### src/rtl/mult_sched.sv
// ---------------------------------------------------------------------------
// mult_sched
//
// Round-robin scheduler that shares one pipelined Q15 multiplier between NREQ
// requesters. Each cycle at most one requester is granted. The lowest asserted
// index at or after the round-robin pointer wins. The operand pair of the
// granted requester passes through three stages:
//   stage 1 : operands and requester id captured at the handshake edge
//   stage 2 : full 2*DSZ-bit signed product
//   stage 3 : round-half-up to DSZ+1 bits, saturate to DSZ bits (outputs)
// A response appears exactly three cycles after the handshake. Throughput is
// one result per cycle, and responses are never back-pressured.
//
// Optional feature:
//   MULT_SCHED_SAT_FLAG_EN  when defined, rsp_sat flags results that were
//                           clipped by saturation. When undefined, rsp_sat is
//                           tied to 0 and no flag register is built.
//
// Parameters:
//   NREQ  number of requesters (2..8)
//   DSZ   operand / result word size
//
// Ports:
//   clk        clock; all state changes on the rising edge
//   reset      asynchronous, active-high reset
//   req_valid  [NREQ]      per-requester operand-pair valid
//   req_ready  [NREQ]      one-hot grant (combinational)
//   req_a      [NREQ*DSZ]  operand A, requester k in bits [k*DSZ +: DSZ]
//   req_b      [NREQ*DSZ]  operand B, same packing
//   rsp_valid              one-cycle pulse per accepted request
//   rsp_id     [clog2]     requester that owns the result
//   rsp_data   [DSZ]       rounded, saturated product
//   rsp_sat                result was clipped (feature-dependent)
// ---------------------------------------------------------------------------
module mult_sched #(
    parameter int NREQ = 4,
    parameter int DSZ  = 16
) (
    input  logic                    clk,
    input  logic                    reset,
    input  logic [NREQ-1:0]         req_valid,
    output logic [NREQ-1:0]         req_ready,
    input  logic [NREQ*DSZ-1:0]     req_a,
    input  logic [NREQ*DSZ-1:0]     req_b,
    output logic                    rsp_valid,
    output logic [$clog2(NREQ)-1:0] rsp_id,
    output logic [DSZ-1:0]          rsp_data,
    output logic                    rsp_sat
);

    localparam int IDW = $clog2(NREQ);

    // Unpacked views of the operand buses so the grant mux can index by id.
    logic [DSZ-1:0] a_arr [NREQ];
    logic [DSZ-1:0] b_arr [NREQ];

    for (genvar k = 0; k < NREQ; k++) begin : g_unpack
        assign a_arr[k] = req_a[k*DSZ +: DSZ];
        assign b_arr[k] = req_b[k*DSZ +: DSZ];
    end

    // -----------------------------------------------------------------------
    // Round-robin arbiter
    // -----------------------------------------------------------------------
    logic [IDW-1:0]  ptr;
    logic [IDW-1:0]  gnt_idx;
    logic [IDW-1:0]  scan_idx;
    logic [NREQ-1:0] grant;
    logic            gnt_any;

    // NOTE: every variable gets a default before the search loop, so no path
    // leaves a value unassigned and no latch is inferred.
    always_comb begin
        grant    = '0;
        gnt_idx  = '0;
        gnt_any  = 1'b0;
        scan_idx = '0;
        for (int i = 0; i < NREQ; i++) begin
            // Walk the indices starting at the pointer, wrapping modulo NREQ.
            scan_idx = IDW'((int'(ptr) + i) % NREQ);
            if (!gnt_any && req_valid[scan_idx]) begin
                gnt_any         = 1'b1;
                gnt_idx         = scan_idx;
                grant[scan_idx] = 1'b1;
            end
        end
    end

    // The grant is masked while reset is high, so no handshake can complete.
    assign req_ready = reset ? '0 : grant;

    // -----------------------------------------------------------------------
    // Pipeline
    // -----------------------------------------------------------------------
    logic                  s1_valid;
    logic signed [DSZ-1:0] s1_a;
    logic signed [DSZ-1:0] s1_b;
    logic [IDW-1:0]        s1_id;

    logic                    s2_valid;
    logic signed [2*DSZ-1:0] s2_prod;
    logic [IDW-1:0]          s2_id;

    // Round-half-up: take product bits [2*DSZ-1:DSZ-2], add 1, drop the LSB.
    // The sum cannot overflow DSZ+2 bits, because the largest magnitude
    // product (-2^(DSZ-1))^2 needs only DSZ+1 bits after the shift.
    logic [DSZ+1:0] rnd_sum;
    logic [DSZ:0]   rnd;
    logic           clip;
    logic [DSZ-1:0] sat_data;

    always_comb begin
        rnd_sum = s2_prod[2*DSZ-1:DSZ-2] + (DSZ+2)'(1);
        rnd     = rnd_sum[DSZ+1:1];
        // The value fits in DSZ bits only if its top two bits agree.
        clip    = rnd[DSZ] ^ rnd[DSZ-1];
        if (clip) begin
            sat_data = rnd[DSZ] ? {1'b1, {(DSZ-1){1'b0}}}
                                : {1'b0, {(DSZ-1){1'b1}}};
        end else begin
            sat_data = rnd[DSZ-1:0];
        end
    end

    // These product bits fall below the rounding point and never matter.
    logic rnd_unused;
    assign rnd_unused = ^{s2_prod[DSZ-3:0], rnd_sum[0]};

    // NOTE: state registers use non-blocking assignments, so every flop
    // samples the values from before the edge, whatever the statement order.
    always_ff @(posedge clk or posedge reset) begin
        if (reset) begin
            ptr       <= '0;
            s1_valid  <= 1'b0;
            s2_valid  <= 1'b0;
            rsp_valid <= 1'b0;
            rsp_id    <= '0;
            rsp_data  <= '0;
        end else begin
            if (gnt_any) begin
                ptr <= (gnt_idx == IDW'(NREQ - 1)) ? '0 : gnt_idx + 1'b1;
            end
            s1_valid  <= gnt_any;
            s2_valid  <= s1_valid;
            rsp_valid <= s2_valid;
            // Outputs hold their last values between responses.
            if (s2_valid) begin
                rsp_id   <= s2_id;
                rsp_data <= sat_data;
            end
        end
    end

    // NOTE: datapath registers have no reset. Their contents are qualified by
    // the valid bits, which are reset, so stale data is never presented.
    always_ff @(posedge clk) begin
        if (gnt_any) begin
            s1_a  <= a_arr[gnt_idx];
            s1_b  <= b_arr[gnt_idx];
            s1_id <= gnt_idx;
        end
        if (s1_valid) begin
            // Sign-extend before multiplying so the full product is kept.
            s2_prod <= (2*DSZ)'(s1_a) * (2*DSZ)'(s1_b);
            s2_id   <= s1_id;
        end
    end

`ifdef MULT_SCHED_SAT_FLAG_EN
    always_ff @(posedge clk or posedge reset) begin
        if (reset) begin
            rsp_sat <= 1'b0;
        end else if (s2_valid) begin
            rsp_sat <= clip;
        end
    end
`else
    assign rsp_sat = 1'b0;
`endif

endmodule

### config.mk
export PLATFORM = sky130hd
export DESIGN_NAME = mult_sched
export DESIGN_NICKNAME = d
export VERILOG_FILES = /design/src/rtl/mult_sched.sv
export SDC_FILE = /design/constraint.sdc
export NUM_CORES = 1
export LEC_CHECK = 0
export ABC_CLOCK_PERIOD_IN_PS = 8700
export CAP_MARGIN = 20
export CORE_MARGIN = 3
export CORE_UTILIZATION = 25
export DETAILED_ROUTE_END_ITERATION = 12
export GPL_ROUTABILITY_DRIVEN = 0
export PLACE_DENSITY_LB_ADDON = 0.12
export SLEW_MARGIN = 30
export SYNTH_ARGS = -nofsm -noshare
export SYNTH_HDL_FRONTEND = slang
export SYNTH_SLANG_ARGS = --single-unit
### constraint.sdc
create_clock -name clk -period 8.7 [get_ports clk]
set_clock_uncertainty 0.05 [all_clocks]
set_input_delay 1.74 -clock clk [delete_from_list [all_inputs] [get_ports clk]]
set_output_delay 1.74 -clock clk [all_outputs]
set_load 0.03 [all_outputs]
==> results_dict.tcl, run 1 <==
set metrics [dict create \
    die_w_um 243 \
    cpMostUsedCell "fa_1" \
    fin_tns_setup_ps 0 \
    syn-num-nets 1897 \
    fin_crit_sh 0.788 \
    worstSkewPairLatency_ps 360 \
    relSlewSlack 0.400 \
    cts_tree "yes" \
    drt-total-wl_um 36800 \
    endpoint_kind "flop" \
    synthFlopType "edfxtp_1" \
    reg2reg_depth 18 \
    cp_max_fo 16 \
    hold_end "s2_id[1]" \
    r2r_slack_ps 1840 \
    grt_max_degree 54 \
    crit_arrival_ps 6900 \
    drc 0 \
    ant_nets 0 \
    finalHoldViolations 0 \
    yosysSeqAreaShare 0.157 \
    core_um2 55300 \
    critPathKind "flop to flop" \
    fmax_ghz 0.146 \
    cts.sink_count 77 \
    post_cts_buffers 0 \
    setup-violations-final 0 \
    root_buffer "clkbuf_16" \
    cts_resized 0 \
    status "complete, no violations" \
    vias 9767 \
    rsz0062_at_grt "false" \
    syn_avg_cell_area_um2 9.91 \
    crit_path_start_kind "flop" \
    wire_per_inst_um 16.2 \
    die-area_um2 58900 \
    cp_top_family "adder cells" \
    fillCellCount 5921 \
    io_buffers 156 \
    cp.required_ps 8750 \
    r2r-start "s1_b[2]" \
    dp_hpwl_um 30300 \
    min_period_ps 6860 \
    diodes 0 \
    postSynthCellCount 1414 \
    cap_violations 0 \
    path_buf_inv 3 \
    drv_slew 0 \
    hold_start "s1_id[1]" \
    drt-pass1-iter-count 4 \
    antenna_found_initial 0 \
    whs_ps 373 \
    worst_r2r_endpoint "s2_prod[29]" \
    grt_pass1_wl_um 61800 \
    cts_hold_buf 0 \
    drtIter0Drc 397 \
    min_path_cells 0 \
    grt_overflow 0 \
    io_pins 158 \
    clock_path_buffers 2 \
    hold_class "flop to flop" \
    max_stage_delay_ps 910 \
    synth_edf_count 54 \
    placementRows 86 \
    layout.nets 2011 \
    critical_path.slowest_cell "fa_1" \
    grt_usage 0.132 \
    worstSetupStartpoint "s1_b[2]" \
    grt_pass1_vias 11361 \
    syn2layout_area_growth_pct 18.0 \
    max_slew.worst_pin.slew_ps 899 \
    via_per_inst 4.28 \
    synth_seq_cells 77 \
    crit_chain "nand2_1, inv_1, fa_1, fa_1, fa_1, fa_1, fa_1, inv_1, fa_1, inv_1, ha_1, a21oi_1, nor2_1, a211oi_1, nand2_1, a21o_1, a221oi_1, xnor2_1" \
    start_util 0.253 \
    synth-async-reset-ratio 0.299 \
    yosysWarnings 0 \
    cts-buffers-inserted 9 \
    synth_area_um2 14000 \
    clk_pin_slew_ps 60 \
    synth_cell_types 60 \
    drive_gt1_frac 0.0248 \
    die_h_um 243 \
    h-tree-depth 3 \
]
==> state kept, by name, summed over array words and instances, names as in the netlist, named ones only <==
register,count
s1_b,16
rsp_id,2
rsp_valid,1
s2_valid,1
s1_a,16
s1_id,2
s2_prod,18
s1_valid,1
ptr,1
s2_id,2
rsp_data,16
==> stage by stage <==
| step | instance area [µm²] | worst slack [ps] | utilization | cells |
|---|---|---|---|---|
| floorplan | 14000 | 2530 | - | 1414 |
| global placement | 16200 | 1920 | 0.294 | 2265 |
| detailed placement | 16200 | 1870 | 0.294 | 2265 |
| CTS | 16500 | 1850 | 0.299 | 2281 |
| global route | 16500 | 1250 | 0.299 | 2281 |
| finish | 16500 | 1840 | 0.299 | 2281 |
==> layout by cell type, fill, tap and decap left out, drive strengths merged, types with 4 or more instances in the layout <==
master	Yosys	layout
inv	289	291
fa	261	261
xor2	12	12
dfrtp	23	23
a21o	7	7
nand2	143	143
nand3b	4	4
a221oi	7	7
a22oi	4	4
ha	88	88
a21oi	49	49
clkbuf	40	10
o211ai	6	6
clkinv	0	4
clkdlybuf4s50	0	156
edfxtp	54	54
mux2i	98	98
nor2	52	52
buf	18	5
xnor2	33	33
nand3	15	15
nand4	9	9
and2	124	124
a211oi	4	4
nand2b	6	6
o21ai	21	21
and3	7	7
==> cells by family (layout without fill, tap and decap cells) <==
kind of cell               Yosys count  count (layout)  synth area share
adders and majority gates          349             349             0.452
xor gates and xnor gates            45              45            0.0281
AOI/OAI and AO/OA                  117             117            0.0520
muxes                              104             104            0.0772
and+or+nand+nor                    374             374             0.134
buffers and inverters              347             466             0.100
DFF                                 77              77             0.157
other                                1               1          0.000268
==> final cells by class <==
type / count / area, µm² / share of cell area
clock buffer: 10 / 250 / 0.0151
tap: 748 / 936 / 0.0566
timing repair buffer: 161 / 1600 / 0.0967
clock inverter: 6 / 42.5 / 0.00257
inverter: 289 / 1080 / 0.0656
sequential: 77 / 2200 / 0.133
multi-input combinational: 990 / 10400 / 0.631
==> synthesized netlist by cell type (all sizes together) (4+ instances only) <==
cell type  count  share of area
buf           18          0.012
clkbuf        40          0.011
xnor2         33          0.021
inv          289          0.077
edfxtp        54           0.12
nor2          52          0.014
a21oi         49          0.018
and2         124          0.055
nand4          9         0.0040
o21ai         21         0.0078
and3           7         0.0031
dfrtp         23          0.041
a211oi         4         0.0021
a21o           7         0.0038
a22oi          4         0.0021
xor2          12         0.0075
ha            88          0.079
nand3b         4         0.0021
o211ai         6         0.0032
mux2i         98          0.070
nand3         15         0.0054
a221oi         7         0.0044
fa           261           0.37
nand2b         6         0.0027
nand2        143          0.038
==> worst reg2reg max path: stages (launching register included) <==
cell and delay (ps):
edfxtp_1 780, nand2_1 190, inv_1 130, fa_1 570
fa_1 910, fa_1 530, fa_1 500, fa_1 490
inv_1 50, fa_1 470, inv_1 40, ha_1 380
a21oi_1 340, nor2_1 120, a211oi_1 290, nand2_1 90
a21o_1 190, a221oi_1 340, xnor2_1 110
==> worst max path at each step <==
stage	slack (ps)	cells past startpoint	end
floorplan	2530	20	s2_prod[29]
global placement	1920	18	s2_prod[29]
detailed placement	1870	18	s2_prod[29]
CTS	1850	18	s2_prod[29]
global route	1250	18	s2_prod[29]
finish	1840	18	s2_prod[29]
==> per-layer routing <==
layer | global-route usage | up-vias | share of wire
met1 | 0.163 | 4998 | 0.42
met4 | 0.0411 | 0 | 0.024
met3 | 0.0128 | 30 | 0.024
met2 | 0.243 | 122 | 0.53
li1 | - | 4617 | -
met5 | 0 | - | 0
Power of run 1 is not shown: default switching activity piles up to over one toggle a cycle in this logic, so the estimate is an artifact.
==> run 2, diff against run 1 <==
Settings changed: ABC_CLOCK_PERIOD_IN_PS 8700 to 6800.
Clock period 8.7 ns to 6.8 ns, I/O delays scaled along.
==> results_dict.tcl, run 2 (same netlist as run 1, synthesis figures left out) <==
set metrics [dict create \
    status "complete, no violations" \
    grt_max_degree 46 \
    dp_hpwl_um 32400 \
    r2r-start "s1_b[3]" \
    min_period_ps 6360 \
    final_cell_mix "inv_1, fa_1, clkdlybuf4s50_1, nand2_1, and2_1" \
    cts-buffers-inserted 9 \
    antenna_found_initial 1 \
    setup-violations-final 0 \
    drc 0 \
    via_per_inst 4.25 \
    drt-total-wl_um 38000 \
    io_pins 158 \
    fillCellCount 5887 \
    worst_r2r_endpoint "s2_prod[31]" \
    min_path_cells 0 \
    largest-register "s2_prod" \
    worstSetupStartpoint "s1_b[3]" \
    drt-pass1-iter-count 4 \
    crit_arrival_ps 6420 \
    grt_usage 0.137 \
    cp_max_fo 16 \
    cts_tree "yes" \
    drtIter0Drc 375 \
    root_buffer "clkbuf_16" \
    drv_slew 0 \
    die-area_um2 58900 \
    hold_end "s2_id[1]" \
    core_um2 55300 \
    cp.required_ps 6850 \
    clock_path_buffers 2 \
    max_slew.worst_pin.slew_ps 846 \
    endpoint_kind "flop" \
    ant_nets 0 \
    crit_path_start_kind "flop" \
    largest_reg_flops 18 \
    vias 9870 \
    relSlewSlack 0.436 \
    critPathKind "flop to flop" \
    hold_class "flop to flop" \
    grt_overflow 0 \
    wire_per_inst_um 16.3 \
    layout.nets 2053 \
    drive_gt1_frac 0.0514 \
    hold_start "s1_id[1]" \
    die_h_um 243 \
    fmax_ghz 0.157 \
    rsz0062_at_grt "false" \
    io_buffers 156 \
    clk_pin_slew_ps 70 \
    fin_crit_sh 0.936 \
    start_util 0.253 \
    cap_violations 0 \
    h-tree-depth 3 \
    final_common_cell "inv_1" \
    diodes 0 \
    placementRows 86 \
    grt_pass1_wl_um 62700 \
    die_w_um 243 \
    fin_tns_setup_ps 0 \
    worstSkewPairLatency_ps 360 \
    reg2reg_depth 15 \
    r2r_slack_ps 440 \
    finalHoldViolations 0 \
    grt_pass1_vias 11216 \
    syn2layout_area_growth_pct 20.2 \
    cts.sink_count 77 \
]
==> run 2: cell count changes in the layout (fill, tap and decap cells not counted), sizes merged <==
cell	before	now
clkinv	4	1
inv	291	295
buf	5	47
clkbuf	10	9
==> run 2: cell type report <==
class | instances | area [µm²] | area share
multi-input cells | 990 | 10400 | 0.619
repair buffers | 203 | 1910 | 0.114
flip-flops and latches | 77 | 2200 | 0.131
clock buffers | 9 | 225 | 0.0134
well taps | 748 | 936 | 0.0556
clock inverters | 7 | 55.1 | 0.00327
inverters | 289 | 1080 | 0.0644
==> run 2: per-stage QoR <==
stage	setup slack (ps)	utilization	hold WS (ps)	std cells	cell area, µm²
after detailed placement	294	0.299	356	2305	16500
after floorplan	633	-	302	1414	14000
after global routing	69.8	0.305	382	2323	16800
after global placement	352	0.299	357	2305	16500
final	437	0.305	368	2323	16800
after CTS	274	0.304	371	2321	16800
==> run 2: routing by layer <==
metal  vias up  wire [µm]  global-route usage  share of wire
met4         0        812              0.0387          0.021
li1       4705          -                   -              -
met3        35        871              0.0149          0.023
met5         -          0                   0              0
met1      5007      16600               0.173           0.44
met2       123      19600               0.246           0.52
==> run 2: worst max-delay path by stage <==
| stage | endpoint | slack [ps] | cells after the start |
|---|---|---|---|
| 2_1_floorplan | s2_prod[29] | 630 | 20 |
| 3_3_place_gp | s2_prod[31] | 350 | 16 |
| 3_5_place_dp | s2_prod[31] | 290 | 16 |
| 4_1_cts | s2_prod[31] | 270 | 16 |
| 5_1_grt | s2_prod[25] | 70 | 19 |
| 6_report | s2_prod[31] | 440 | 15 |
==> run 2: critical path, cell delays in order, from the launching register on <==
cell,delay [ps]
edfxtp_1,810
and2_1,240
fa_1,480
fa_2,780
fa_1,500
fa_1,580
fa_1,430
fa_1,450
ha_1,380
a21oi_1,220
o21bai_1,110
a21o_1,180
a2111oi_0,410
o211a_1,200
o21ai_0,120
xnor2_1,150
==> run 2: what timing repair did <==
item / 4_1_cts / 5_1_grt
hold buffers: 0 / 0
gates resized for setup: 0 / 1
buffers inserted: 0 / 2
hold endpoints to repair: 0 / 0
setup endpoints to repair: 0 / 2
Power of run 2 is left out for the same reason.
==> RTL change: new RTL, settings of run 2 <==
Build with the macro `MULT_SCHED_SAT_FLAG_EN` defined.
--- a/src/rtl/mult_sched.sv
+++ b/src/rtl/mult_sched.sv
@@ -32,6 +32,8 @@
 //   rsp_data   [DSZ]       rounded, saturated product
 //   rsp_sat                result was clipped (feature-dependent)
 // ---------------------------------------------------------------------------
+`define MULT_SCHED_SAT_FLAG_EN
+
 module mult_sched #(
     parameter int NREQ = 4,
     parameter int DSZ  = 16
Check against the original RTL: not settled (the Yosys comparison gave no result); the edit may change what the design does.
==> RTL change against run 2 <==
- final area up 1.4%
- sequential cell count increased by 1
- critical path depth increased by 5
- worst setup slack got worse by 0.18 ns
- final cell count rose by 5.9%
- global-route usage grew 1.1 points
- utilization up 0.32 points
- area after synthesis increased by 0.89%
- routed wire length rose by 9.8%
- count of clock-buffer cells in the layout rose by 1
- sequential share of layout area hardly changed
- critical endpoint is now s2_prod[25]
- highest routed layer unchanged
Power is left out: the tool's default activity adds up to more than one toggle a clock period on the data nets, which glitch-free logic cannot reach.
==> RTL change: results (changes against run 2) <==
[min_path]
min-delay-start = rsp_data[7]
holdPathStages = 2  ; +2

[route]
routed_wl_mm = 41.7  ; +9.8%
drt_iter0_drc = 487  ; +30%
wl_met3_um = 967  ; +11%
dr_wl_met2_mm = 20.5  ; +4.3%
firstDrtPassIters = 5  ; +1
drt-vias-per-instance = 4.33  ; +1.9%

[sta]
max_slew_margin_pct = 45.1  ; +1.5 points
fin_crit_sh_pct = 96.2  ; +2.6 points

[global_routing]
grt_pass1_wl_mm = 68.0  ; +8.6%
grt_pass1_vias = 11800  ; +5.0%
grt_util_all_layers_pct = 14.7  ; +1.1 points
grt_max_degree = 66  ; +43%

[worst_setup_path]
cp_max_fo = 7  ; -9
endpoint = s2_prod[25]
r2r-start = s1_b[4]

[synth]
synthTopCellsByCount = inv_1 (295), nand2_1 (268), fa_1 (261)
synth_cell_types = 64  ; +6.7%
synthArstFlopShare_pct = 30.8  ; +0.90 points
ys_seq_area_share_pct = 15.7  ; +0.038 points
syn_nets = 2029  ; +7.0%

[final_layout]
fillers = 5962  ; +1.3%
layout.nets = 2187  ; +6.5%
drive_above_1_share_pct = 6.09  ; +0.94 points

[status]
status = finished clean

[placed_design]
dp_slack_ns = -0.430  ; -0.724 ns
dpl.hpwl_mm = 35.1  ; +8.5%

[clock_network]
clk_latency_ns = 0.38  ; +0.02 ns

RTL change: cells by family (layout without fill, tap and decap cells):
logic type,after synthesis,in the layout,synth area share [%]
other,0,2,0
flip-flops,78,78,15.7
AND/OR/NAND/NOR,545,545,18.6
AO/OA/AOI/OAI,158,158,7.23
multiplexers,6,6,0.717
adder cells (fa/ha/maj),350,350,44.8
XOR/XNOR,45,45,2.79
buffers and inverters,364,527,10.1
RTL change: worst max-delay path: stages (launching register included):
cell	delay (ns)
edfxtp_1	0.52
buf_4	0.22
and2_1	0.15
fa_1	0.54
inv_1	0.05
fa_1	0.46
fa_1	0.52
inv_1	0.05
fa_1	0.48
fa_1	0.51
inv_1	0.05
fa_1	0.47
inv_1	0.04
ha_1	0.35
a222oi_1	0.49
o211ai_1	0.21
a21oi_4	0.28
nor2_1	0.15
a31oi_2	0.31
o21ai_0	0.17
xor2_1	0.18
RTL change: final cells by class:
type	count	area share (%)
Clock buffer	10	1.46
Timing Repair Buffer	215	11.7
Antenna cell	2	0.0293
Sequential cell	78	13.0
Tap cell	748	5.48
Multi-Input combinational cell	1104	61.5
Inverter	296	6.50
Clock inverter	6	0.278
RTL change: routing by layer:
| layer | up-vias | global-route usage (%) |
|---|---|---|
| met4 | 0 | 3.56 |
| met2 | 150 | 25.5 |
| met3 | 25 | 1.57 |
| met5 | - | 0 |
| met1 | 5347 | 19.8 |
| li1 | 5120 | - |
RTL change: per-stage QoR:
| stage | std cells | utilization [%] | hold WS, ns |
|---|---|---|---|
| after floorplan | 1546 | - | 0.302 |
| after global placement | 2423 | 30.0 | 0.409 |
| after detailed placement | 2423 | 30.0 | 0.418 |
| after CTS | 2443 | 30.6 | 0.434 |
| after global routing | 2458 | 30.8 | 0.454 |
| final | 2459 | 30.8 | 0.426 |
RTL change: what timing repair did:
item / in CTS / in global routing
gates resized for setup: 3 / 0
endpoints found under the setup margin: 4 / 2
buffers inserted: 4 / 14
RTL change: worst min path at each step:
stage,end
after floorplan,rsp_valid
after global placement,rsp_data[7]
after detailed placement,rsp_data[7]
after CTS,rsp_data[7]
after global routing,rsp_id[1]
final,rsp_data[7]
